File: src/rtl/hilo_ctrl_pkg.sv
// Shared definitions for the HI/LO sequencer: state encoding, operation select codes, default timeout.
// No logic of its own; latency not applicable.
// No flow control of its own; consumers decide backpressure.
package hilo_ctrl_pkg;

  // Default WAIT budget: the multiplier needs 32 iterations plus some margin.
  localparam int TIMEOUT_DEF = 40;

  // OpSel encoding from the control unit.
  localparam logic OPSEL_MULT = 1'b0;
  localparam logic OPSEL_DIV  = 1'b1;

  typedef enum logic [2:0] {
    S_IDLE   = 3'd0,
    S_MSTART = 3'd1,
    S_MWAIT  = 3'd2,
    S_DSTART = 3'd3,
    S_DWAIT  = 3'd4,
    S_COMMIT = 3'd5,
    S_DZERO  = 3'd6
  } state_t;

  // Counter width able to hold LIMIT-1 with one spare bit of headroom.
  function automatic int timer_width(input int limit);
    return $clog2(limit) + 1;
  endfunction

endpackage

File: src/rtl/hilo_ctrl_cycle_timer.sv
// Up-counter with synchronous clear and enable; expire flags count == LIMIT-1.
// expire is combinational from the registered count (zero added latency).
// No backpressure; the owner stops enabling it once it leaves the wait state.
module cycle_timer
  import hilo_ctrl_pkg::*;
#(
  parameter int LIMIT = TIMEOUT_DEF,
  parameter int WIDTH = timer_width(LIMIT)
) (
  input  logic Clock,
  input  logic Reset,
  input  logic clear,
  input  logic enable,
  output logic expire
);

  logic [WIDTH-1:0] count;

  // Count register: clear wins over enable so a fresh wait always starts at 0.
  always_ff @(posedge Clock) begin
    if (Reset || clear) begin
      count <= '0;
    end else if (enable) begin
      count <= count + WIDTH'(1);
    end
  end

  assign expire = (count == WIDTH'(LIMIT - 1));

endmodule

File: src/rtl/hilo_ctrl.sv
// Sequences MULT/DIV through external units and owns the architectural HI/LO registers.
// MULT/DIV: start pulse one cycle after OpStart, Done one cycle after the unit's stop; MTHI/MTLO take effect next edge.
// Busy stalls the pipeline from the accepting IDLE cycle until the op retires; requests while Busy are dropped.
module hilo_ctrl
  import hilo_ctrl_pkg::*;
#(
  parameter int TIMEOUT = TIMEOUT_DEF
) (
  input  logic        Clock,
  input  logic        Reset,
  input  logic        OpStart,
  input  logic        OpSel,
  input  logic [31:0] SrcA,
  input  logic [31:0] SrcB,
  input  logic        MTHI,
  input  logic        MTLO,
  input  logic [31:0] WrData,
  input  logic        MultStop,
  input  logic [31:0] MultHI,
  input  logic [31:0] MultLO,
  input  logic        DivStop,
  input  logic [31:0] DivHI,
  input  logic [31:0] DivLO,
  output logic        MultStart,
  output logic        DivStart,
  output logic [31:0] OpA,
  output logic [31:0] OpB,
  output logic        Busy,
  output logic        Done,
  output logic        DivZero,
  output logic        Timeout,
  output logic [31:0] HI,
  output logic [31:0] LO
);

  state_t state;
  state_t state_nxt;

  logic timer_clr;
  logic timer_en;
  logic expire;

  logic accept;
  logic mt_ok;
  logic mult_hit;
  logic div_hit;

  assign accept   = (state == S_IDLE) && OpStart;
  // Register moves only land in a quiet IDLE cycle so they never race an op.
  assign mt_ok    = (state == S_IDLE) && !OpStart;
  // Stops only count from the unit we are actually waiting on.
  assign mult_hit = (state == S_MWAIT) && MultStop;
  assign div_hit  = (state == S_DWAIT) && DivStop;

  // Busy covers the accepting IDLE cycle too, so the stall starts without a bubble.
  assign Busy = (state != S_IDLE) || OpStart;

  cycle_timer #(
    .LIMIT (TIMEOUT)
  ) u_timer (
    .Clock  (Clock),
    .Reset  (Reset),
    .clear  (timer_clr),
    .enable (timer_en),
    .expire (expire)
  );

  // State register.
  always_ff @(posedge Clock) begin
    if (Reset) begin
      state <= S_IDLE;
    end else begin
      state <= state_nxt;
    end
  end

  // Next-state and pulse outputs; a stop arriving on the expiry cycle still commits.
  always_comb begin
    state_nxt = state;
    MultStart = 1'b0;
    DivStart  = 1'b0;
    Done      = 1'b0;
    DivZero   = 1'b0;
    Timeout   = 1'b0;
    timer_clr = 1'b0;
    timer_en  = 1'b0;
    case (state)
      S_IDLE: begin
        if (OpStart) begin
          if (OpSel == OPSEL_MULT) begin
            state_nxt = S_MSTART;
          end else if (SrcB != '0) begin
            state_nxt = S_DSTART;
          end else begin
            state_nxt = S_DZERO;
          end
        end
      end
      S_MSTART: begin
        MultStart = 1'b1;
        timer_clr = 1'b1;
        state_nxt = S_MWAIT;
      end
      S_DSTART: begin
        DivStart  = 1'b1;
        timer_clr = 1'b1;
        state_nxt = S_DWAIT;
      end
      S_MWAIT: begin
        timer_en = 1'b1;
        if (MultStop) begin
          state_nxt = S_COMMIT;
        end else if (expire) begin
          Timeout   = 1'b1;
          state_nxt = S_IDLE;
        end
      end
      S_DWAIT: begin
        timer_en = 1'b1;
        if (DivStop) begin
          state_nxt = S_COMMIT;
        end else if (expire) begin
          Timeout   = 1'b1;
          state_nxt = S_IDLE;
        end
      end
      S_COMMIT: begin
        Done      = 1'b1;
        state_nxt = S_IDLE;
      end
      S_DZERO: begin
        DivZero   = 1'b1;
        state_nxt = S_IDLE;
      end
      default: begin
        state_nxt = S_IDLE;
      end
    endcase
  end

  // Operand latches: captured on acceptance and held for the whole operation.
  always_ff @(posedge Clock) begin
    if (Reset) begin
      OpA <= '0;
      OpB <= '0;
    end else if (accept) begin
      OpA <= SrcA;
      OpB <= SrcB;
    end
  end

  // HI/LO: unit results land on the stop edge so they are visible alongside Done.
  always_ff @(posedge Clock) begin
    if (Reset) begin
      HI <= '0;
      LO <= '0;
    end else if (mult_hit) begin
      HI <= MultHI;
      LO <= MultLO;
    end else if (div_hit) begin
      HI <= DivHI;
      LO <= DivLO;
    end else if (mt_ok) begin
      if (MTHI) HI <= WrData;
      if (MTLO) LO <= WrData;
    end
  end

endmodule

File: config.mk
export PLATFORM = sky130hd
export DESIGN_NAME = hilo_ctrl
export DESIGN_NICKNAME = d
export VERILOG_FILES = /design/src/rtl/hilo_ctrl_pkg.sv /design/src/rtl/hilo_ctrl_cycle_timer.sv /design/src/rtl/hilo_ctrl.sv
export SDC_FILE = /design/constraint.sdc
export NUM_CORES = 1
export LEC_CHECK = 0
export CAP_MARGIN = 30
export CORE_UTILIZATION = 25
export CTS_CLUSTER_DIAMETER = 50
export DETAILED_ROUTE_END_ITERATION = 8
export PLACE_DENSITY_LB_ADDON = 0.12
export SYNTH_ARGS = -nofsm -noshare
export SYNTH_HDL_FRONTEND = slang
export SYNTH_HIERARCHICAL = 1
export SYNTH_SLANG_ARGS = --single-unit
File: constraint.sdc
create_clock -name Clock -period 2 [get_ports Clock]
set_input_delay 0.5 -clock Clock [delete_from_list [all_inputs] [get_ports Clock]]
set_output_delay 0.5 -clock Clock [all_outputs]
set_load 0.01 [all_outputs]
==> results of run 1 <==
final cells by class:
cell class                 count  share of cell area [%]
multi-input combinational    558                   26.84
clock buffer                  18                   3.942
sequential                   138                   24.87
clock inverter                14                   1.359
timing repair buffer         426                   39.29
tap                          319                   3.582
inverter                       2                 0.06738
antenna                        2                 0.04492
repair_timing:
item	CTS	global route
hold buffers	0	0
pin swaps	0	3
gates resized for setup	19	10
buffers inserted	0	1
endpoints found under the setup margin	6	5
state kept, by name, indices dropped and copies added (netlist names):
signal	flops
LO	32
OpA	32
HI	32
state	3
OpB	32
u_timer/count	7
placed cells by master, fill, tap and decap left out, types with 3 or more instances in the layout:
master	instances
buf_12	23
a22o_1	62
o21ai_0	5
dfxtp_2	4
nor3_2	3
buf_4	37
nor4_1	8
nand4_1	3
clkbuf_16	17
dfxtp_1	133
a31oi_1	63
buf_2	3
a21oi_1	67
inv_8	4
clkdlybuf4s50_1	357
nand3_1	3
or3_1	3
nand2_1	232
xor2_1	3
nor2_1	70
inv_6	5
nor3_1	3
critical path: cells and delay by family, from the launching register on:
family	cells	cell delay, ns
flops	1	0.35
buf+inv	2	0.27
simple gates	3	0.41
fa+ha+maj	1	0.14
worst max-delay path by stage:
stage | start | endpoint | slack, ns
floorplan | state[1] | u_timer/count[6] | 0.13
global placement | DivStop | Timeout | -0.32
detailed placement | DivStop | Timeout | -0.37
CTS | u_timer/count[0] | Timeout | -0.15
global route | u_timer/count[0] | Timeout | -0.19
finish | u_timer/count[0] | Timeout | -0.09
logic make-up after synthesis:
family / count (synthesis) / share of synthesized area [%]
AND/OR/NAND/NOR: 346 / 24.45
AO/OA/AOI/OAI: 205 / 22.85
flip-flops: 138 / 45.88
buffers and inverters: 64 / 5.651
XOR/XNOR: 4 / 0.5819
adder cells (fa/ha/maj): 2 / 0.4155
multiplexers: 1 / 0.1662
power breakdown:
group / leakage [nW] / total (mW) / internal (mW) / switching (mW)
Combinational: 2.84 / 3.52 / 1.94 / 1.58
Clock: 0.286 / 3.20 / 1.80 / 1.40
Sequential: 1.13 / 3.43 / 3.19 / 0.239
per-layer routing:
metal,part of all wire [%],global-route usage (%)
met4,2.0,7.074
met2,49,33.44
met5,0,0
met1,41,22.37
met3,8.0,5.947
per-stage QoR:
stage	utilization (%)	TNS, ns	hold slack, ns
finish	47.33	-0.08957	0.4532
global route	47.33	-0.2040	0.4718
CTS	47.23	-0.1467	0.4559
detailed placement	44.67	-17.21	0.4474
global placement	44.67	-16.19	0.4406
floorplan	-	0	0.4588
==> flow_summary.yaml, run 1 <==
outcome:
  status: "complete, but fails checks"
  failing_checks: "setup timing"
clocking:
  ctsRootBufferMaster: "clkbuf_16"
  cts-root-to-sink-buffers: 2
  clock_tree.htree_level_count: 4
  clk_latency_ns: 0.41
  cts_buffers: 17
  tritoncts_clock_tree: "built"
  path_clk_slew_ns: 0.06
  clkSinkCount: 138
logic_synthesis:
  synth.net_count: 994
  synth_top_flop_cell: "dfxtp_1"
  synth.cells.most_frequent: "nand2_1, dfxtp_1, nor2_1"
  syn_area_per_cell_sq_um: 7.924
  cell_type_with_the_largest_total_area_after_synthesis: "dfxtp_1"
  yosysWarningCount: 6
  number_of_synthesized_register_bits: 138
  synth_enable_flop_cells: 0
  synth_seq_area_share_pct: 45.88
  yosys.cell_count.top_type: "nand2_1"
  synth_top_cells_by_area: "dfxtp_1, nand2_1, a22o_1"
  synth_cell_types: 42
  synth_cells: 760
  synthesis.area_sq_um: 6022
  synthDominantCellAreaShare_pct: 45.88
  proportion_of_register_bits_with_asynchronous_set_or_reset_after_synthesis_pct: 0
sta:
  setup_violations: 1
  fmaxAchievable_mhz: 478.6
  timing.clock.skew_ns: 0.008005
  worst_slack_ns: -0.08957
  timing.max_slew.rel_slack_pct: 72.78
  fin_max_slew_vios: 0
  worst_pin_slew_ns: 0.4062
  rsz0062_at_grt: "yes"
  timing.final.crit_period_ns: 2.090
  finalHoldViolations: 0
  layout_worst_path_cycle_share_pct: 104.5
power_and_ir_drop:
  cellPowerDensity_nw_per_um2: 910.7
  post-layout-total-power_mw: 10.15
  max-vdd-ir-drop_mv: 0.4831
  total_leakage_power_nw: 4.253
finish:
  layout.area.seq_sq_um: 2771
  finish.cell_count_without_fillers: 1477
  num-fill-cells: 2312
  final_layout_size_suffix_gt1_share_pct: 10.29
  fin_area_sq_um: 11140
  fin_nets: 1377
  area_occupied_by_multi_input_gates_sq_um: 2990
  area_delta_synth_final_pct: 85.02
global_route:
  antenna_found_initial: 2
  grt_pass1_vias: 6689
  grt_start_max_net_pins: 65
  gr-total-overflow: 0
  groute.usage.overall_pct: 19.35
  grt_first_pass_wirelength_um: 36580
job:
  max_cap_viol_count: 0
hold_path:
  min-delay-start: "OpA[15]"
  holdCritPathClass: "reg -> reg"
  holdPathEnd: "OpA[15]"
  min_delay_path_depth: 2
place:
  pre_cts_slack_ns: -0.3665
  total_of_buffers_placed_on_input_and_output_ports: 365
  routabilityCongestion: 0.8070
  detailedPlacementHpwl_um: 17980
  place_area_sq_um: 10520
  placedCellCount: 1442
setup_path:
  cp_slowest_stage_delay_ns: 0.35
  worstPathMaxFanout: 3
  worst_r2r_endpoint: "HI[11]"
  cell_by_cell_listing_of_the_critical_path: "ha_4 -> nand4b_1 -> nor3_1 -> inv_1 -> nor3_2 -> buf_2"
  critical_path.startpoint_type: "flip-flop"
  timing.setup.critical_path_class: "reg -> out"
  worst_ep_required_time_ns: 1.50
  reg2reg_depth: 8
  endpoint_kind: "output pin"
  critical-path-slowest-cell: "dfxtp_2"
  setup.reg_to_reg.worst_slack_ns: 0.17
  timing.critical_path.arrival_ns: 1.59
  worstReg2RegStart: "state[1]"
routing:
  drtAntennaViolNets: 0
  drt_pass1_iterations: 5
  drt_first_iter_violations: 283
  routed-via-count: 6841
  average_wire_per_cell_in_the_routed_design_um: 16.54
  route.detailed.drc: 0
  drt_wl_total_um: 24430
  avgViaCountPerCell: 4.632
die:
  fp.dieArea_sq_um: 24710
  die_height_um: 157.2
  core_region_area_sq_um: 23540
  floorplan.initialDensity_pct: 25.58
  pin_count: 366
  row_count: 56
  die-width_um: 157.2
Power figures use the tool's default switching activity.
==> run 2: changes to the inputs <==
PLACE_DENSITY = 0.6   (was default)
PLACE_DENSITY_LB_ADDON = default   (was 0.12)
==> run 2 against run 1 <==
The flow still finishes with violations (setup timing). Global-route usage down 0.15 points. Sequential cell count unchanged. Clock skew up 0.0046 ns. Clock power up 2%. Non-clock buffer count down 9. Critical path depth unchanged. Highest routed layer unchanged.
==> flow_summary.yaml, run 2 (synthesis results as in run 1) <==
outcome:
  status: "complete, but fails checks"
  failing_checks: "setup timing"
setup_path:
  endpoint_kind: "output pin"
  critical-path-slowest-cell: "dfxtp_2"
  worst_ep_required_time_ns: 1.50
  critical_path.startpoint_type: "flip-flop"
  cell_by_cell_listing_of_the_critical_path: "ha_4 -> nand4b_1 -> nor3_2 -> inv_1 -> nor3_2 -> buf_2"
  worstPathMaxFanout: 2
  timing.setup.critical_path_class: "reg -> out"
  timing.critical_path.arrival_ns: 1.52
  cp_common_cell: "nor3_2"
  cp_slowest_stage_delay_ns: 0.35
clocking:
  cts_buffers: 17
  clkSinkCount: 138
  ctsRootBufferMaster: "clkbuf_16"
  cts_hold_buf: 0
  clock_tree.htree_level_count: 4
  tritoncts_clock_tree: "built"
  path_clk_slew_ns: 0.08
  clk_latency_ns: 0.42
  cts-root-to-sink-buffers: 2
place:
  detailedPlacementHpwl_um: 17880
  placedCellCount: 1430
  routabilityCongestion: 0.8184
  total_of_buffers_placed_on_input_and_output_ports: 365
sta:
  worst_slack_ns: -0.02028
  worst_pin_slew_ns: 0.6188
  fmaxAchievable_mhz: 495.0
  fin_max_slew_vios: 0
  final.hold.worst_slack_ns: 0.4525
  finalHoldViolations: 0
  setup_violations: 1
  timing.final.crit_period_ns: 2.020
  rsz0062_at_grt: "yes"
  timing.clock.skew_ns: 0.01256
  timing.max_slew.rel_slack_pct: 58.74
  layout_worst_path_cycle_share_pct: 101.0
  timing.setup.tns_ns: -0.02028
routing:
  wl_met3_um: 2370
  drt_first_iter_violations: 332
  drt_wl_total_um: 24310
  met2RoutedLength_um: 11870
  met1_length_um: 9722
  average_wire_per_cell_in_the_routed_design_um: 16.58
  route.detailed.drc: 0
  route.top_layer_used: "met4"
  avgViaCountPerCell: 4.713
  routed-via-count: 6909
  drt_pass1_iterations: 5
  drtAntennaViolNets: 0
die:
  core_region_area_sq_um: 23540
  row_count: 56
  floorplan.initialDensity_pct: 25.58
  fp.dieArea_sq_um: 24710
  pin_count: 366
  die-width_um: 157.2
  die_height_um: 157.2
job:
  max_cap_viol_count: 0
global_route:
  antenna_found_initial: 1
  gr-total-overflow: 0
  grt_first_pass_wirelength_um: 36370
  groute.usage.overall_pct: 19.21
  grt_pass1_vias: 6754
  grt_start_max_net_pins: 83
finish:
  fin_nets: 1368
  mostFrequentLayoutCells: "clkdlybuf4s50_1, nand2_1, dfxtp_1"
  area_delta_synth_final_pct: 82.76
  finish.cell_count_without_fillers: 1466
  final_layout_size_suffix_gt1_share_pct: 9.503
  antenna_cells_inserted: 0
  layout.cells.most_common: "clkdlybuf4s50_1"
  postLayoutCoreUtil_pct: 46.75
  num-fill-cells: 2336
power_and_ir_drop:
  max-vdd-ir-drop_mv: 0.4999
  total_leakage_power_nw: 4.179
  cellPowerDensity_nw_per_um2: 919.8
  post-layout-total-power_mw: 10.12
hold_path:
  holdCritPathClass: "reg -> reg"
[run 2: cell count changes in the layout (fill, tap and decap cells not counted), sizes merged]
cell           before  now
buf                64   55
clkbuf             20   17
clkinv              2    5
clkdlybuf4s15       0    2
clkinvlp            2    0
diode               2    0
[run 2: layer usage]
layer	vias to the layer above	GRT usage (%)
met2	291	33.73
met3	22	6.691
met1	3197	21.94
met4	0	5.178
li1	3399	-
met5	-	0
[run 2: what timing repair did]
item | in CTS | in global routing
pin swaps | 1 | 1
gates resized for setup | 19 | 13
endpoints found under the setup margin | 6 | 5
setup buffers | 3 | 1
[run 2: worst max-delay path: cells and delay by family (launching register included)]
family | cells | cell delay, ns
simple gates | 3 | 0.37
flops | 1 | 0.35
buf+inv | 2 | 0.25
fa+ha+maj | 1 | 0.13
[run 2: path summary, 6_finish.rpt]
| path | from | to | slack, ns | cells past startpoint |
|---|---|---|---|---|
| max | u_timer/count[0] | Timeout | -0.02 | 6 |
| max reg2reg | state[1] | HI[3] | 0.23 | 7 |
| min | OpA[4] | OpA[4] | 0.45 | 2 |
| min reg2reg | OpA[4] | OpA[4] | 0.45 | 2 |
[run 2: report_power, final]
group          switching, mW  total [mW]  leakage (nW)  internal, mW
clock                   1.46        3.25         0.296          1.79
sequential             0.237        3.43          1.13          3.19
combinational           1.56        3.45          2.75          1.89
[run 2: per-stage QoR]
step                setup slack (ns)  area (sq um)
floorplan                     0.1261          6022
global placement             -0.4647         10330
detailed placement           -0.4540         10330
CTS                          -0.1074         10970
global route                 -0.1347         11010
finish                      -0.02028         11010
[run 2: area by class of cell]
cell class	count	area [sq um]	share of cell area [%]
Clock buffer	17	425.4	3.865
Clock inverter	15	176.4	1.603
Inverter	2	7.507	0.06821
Multi-Input combinational cell	558	2995	27.22
Sequential cell	138	2770	25.17
Tap cell	319	399.1	3.627
Timing Repair Buffer	417	4232	38.45
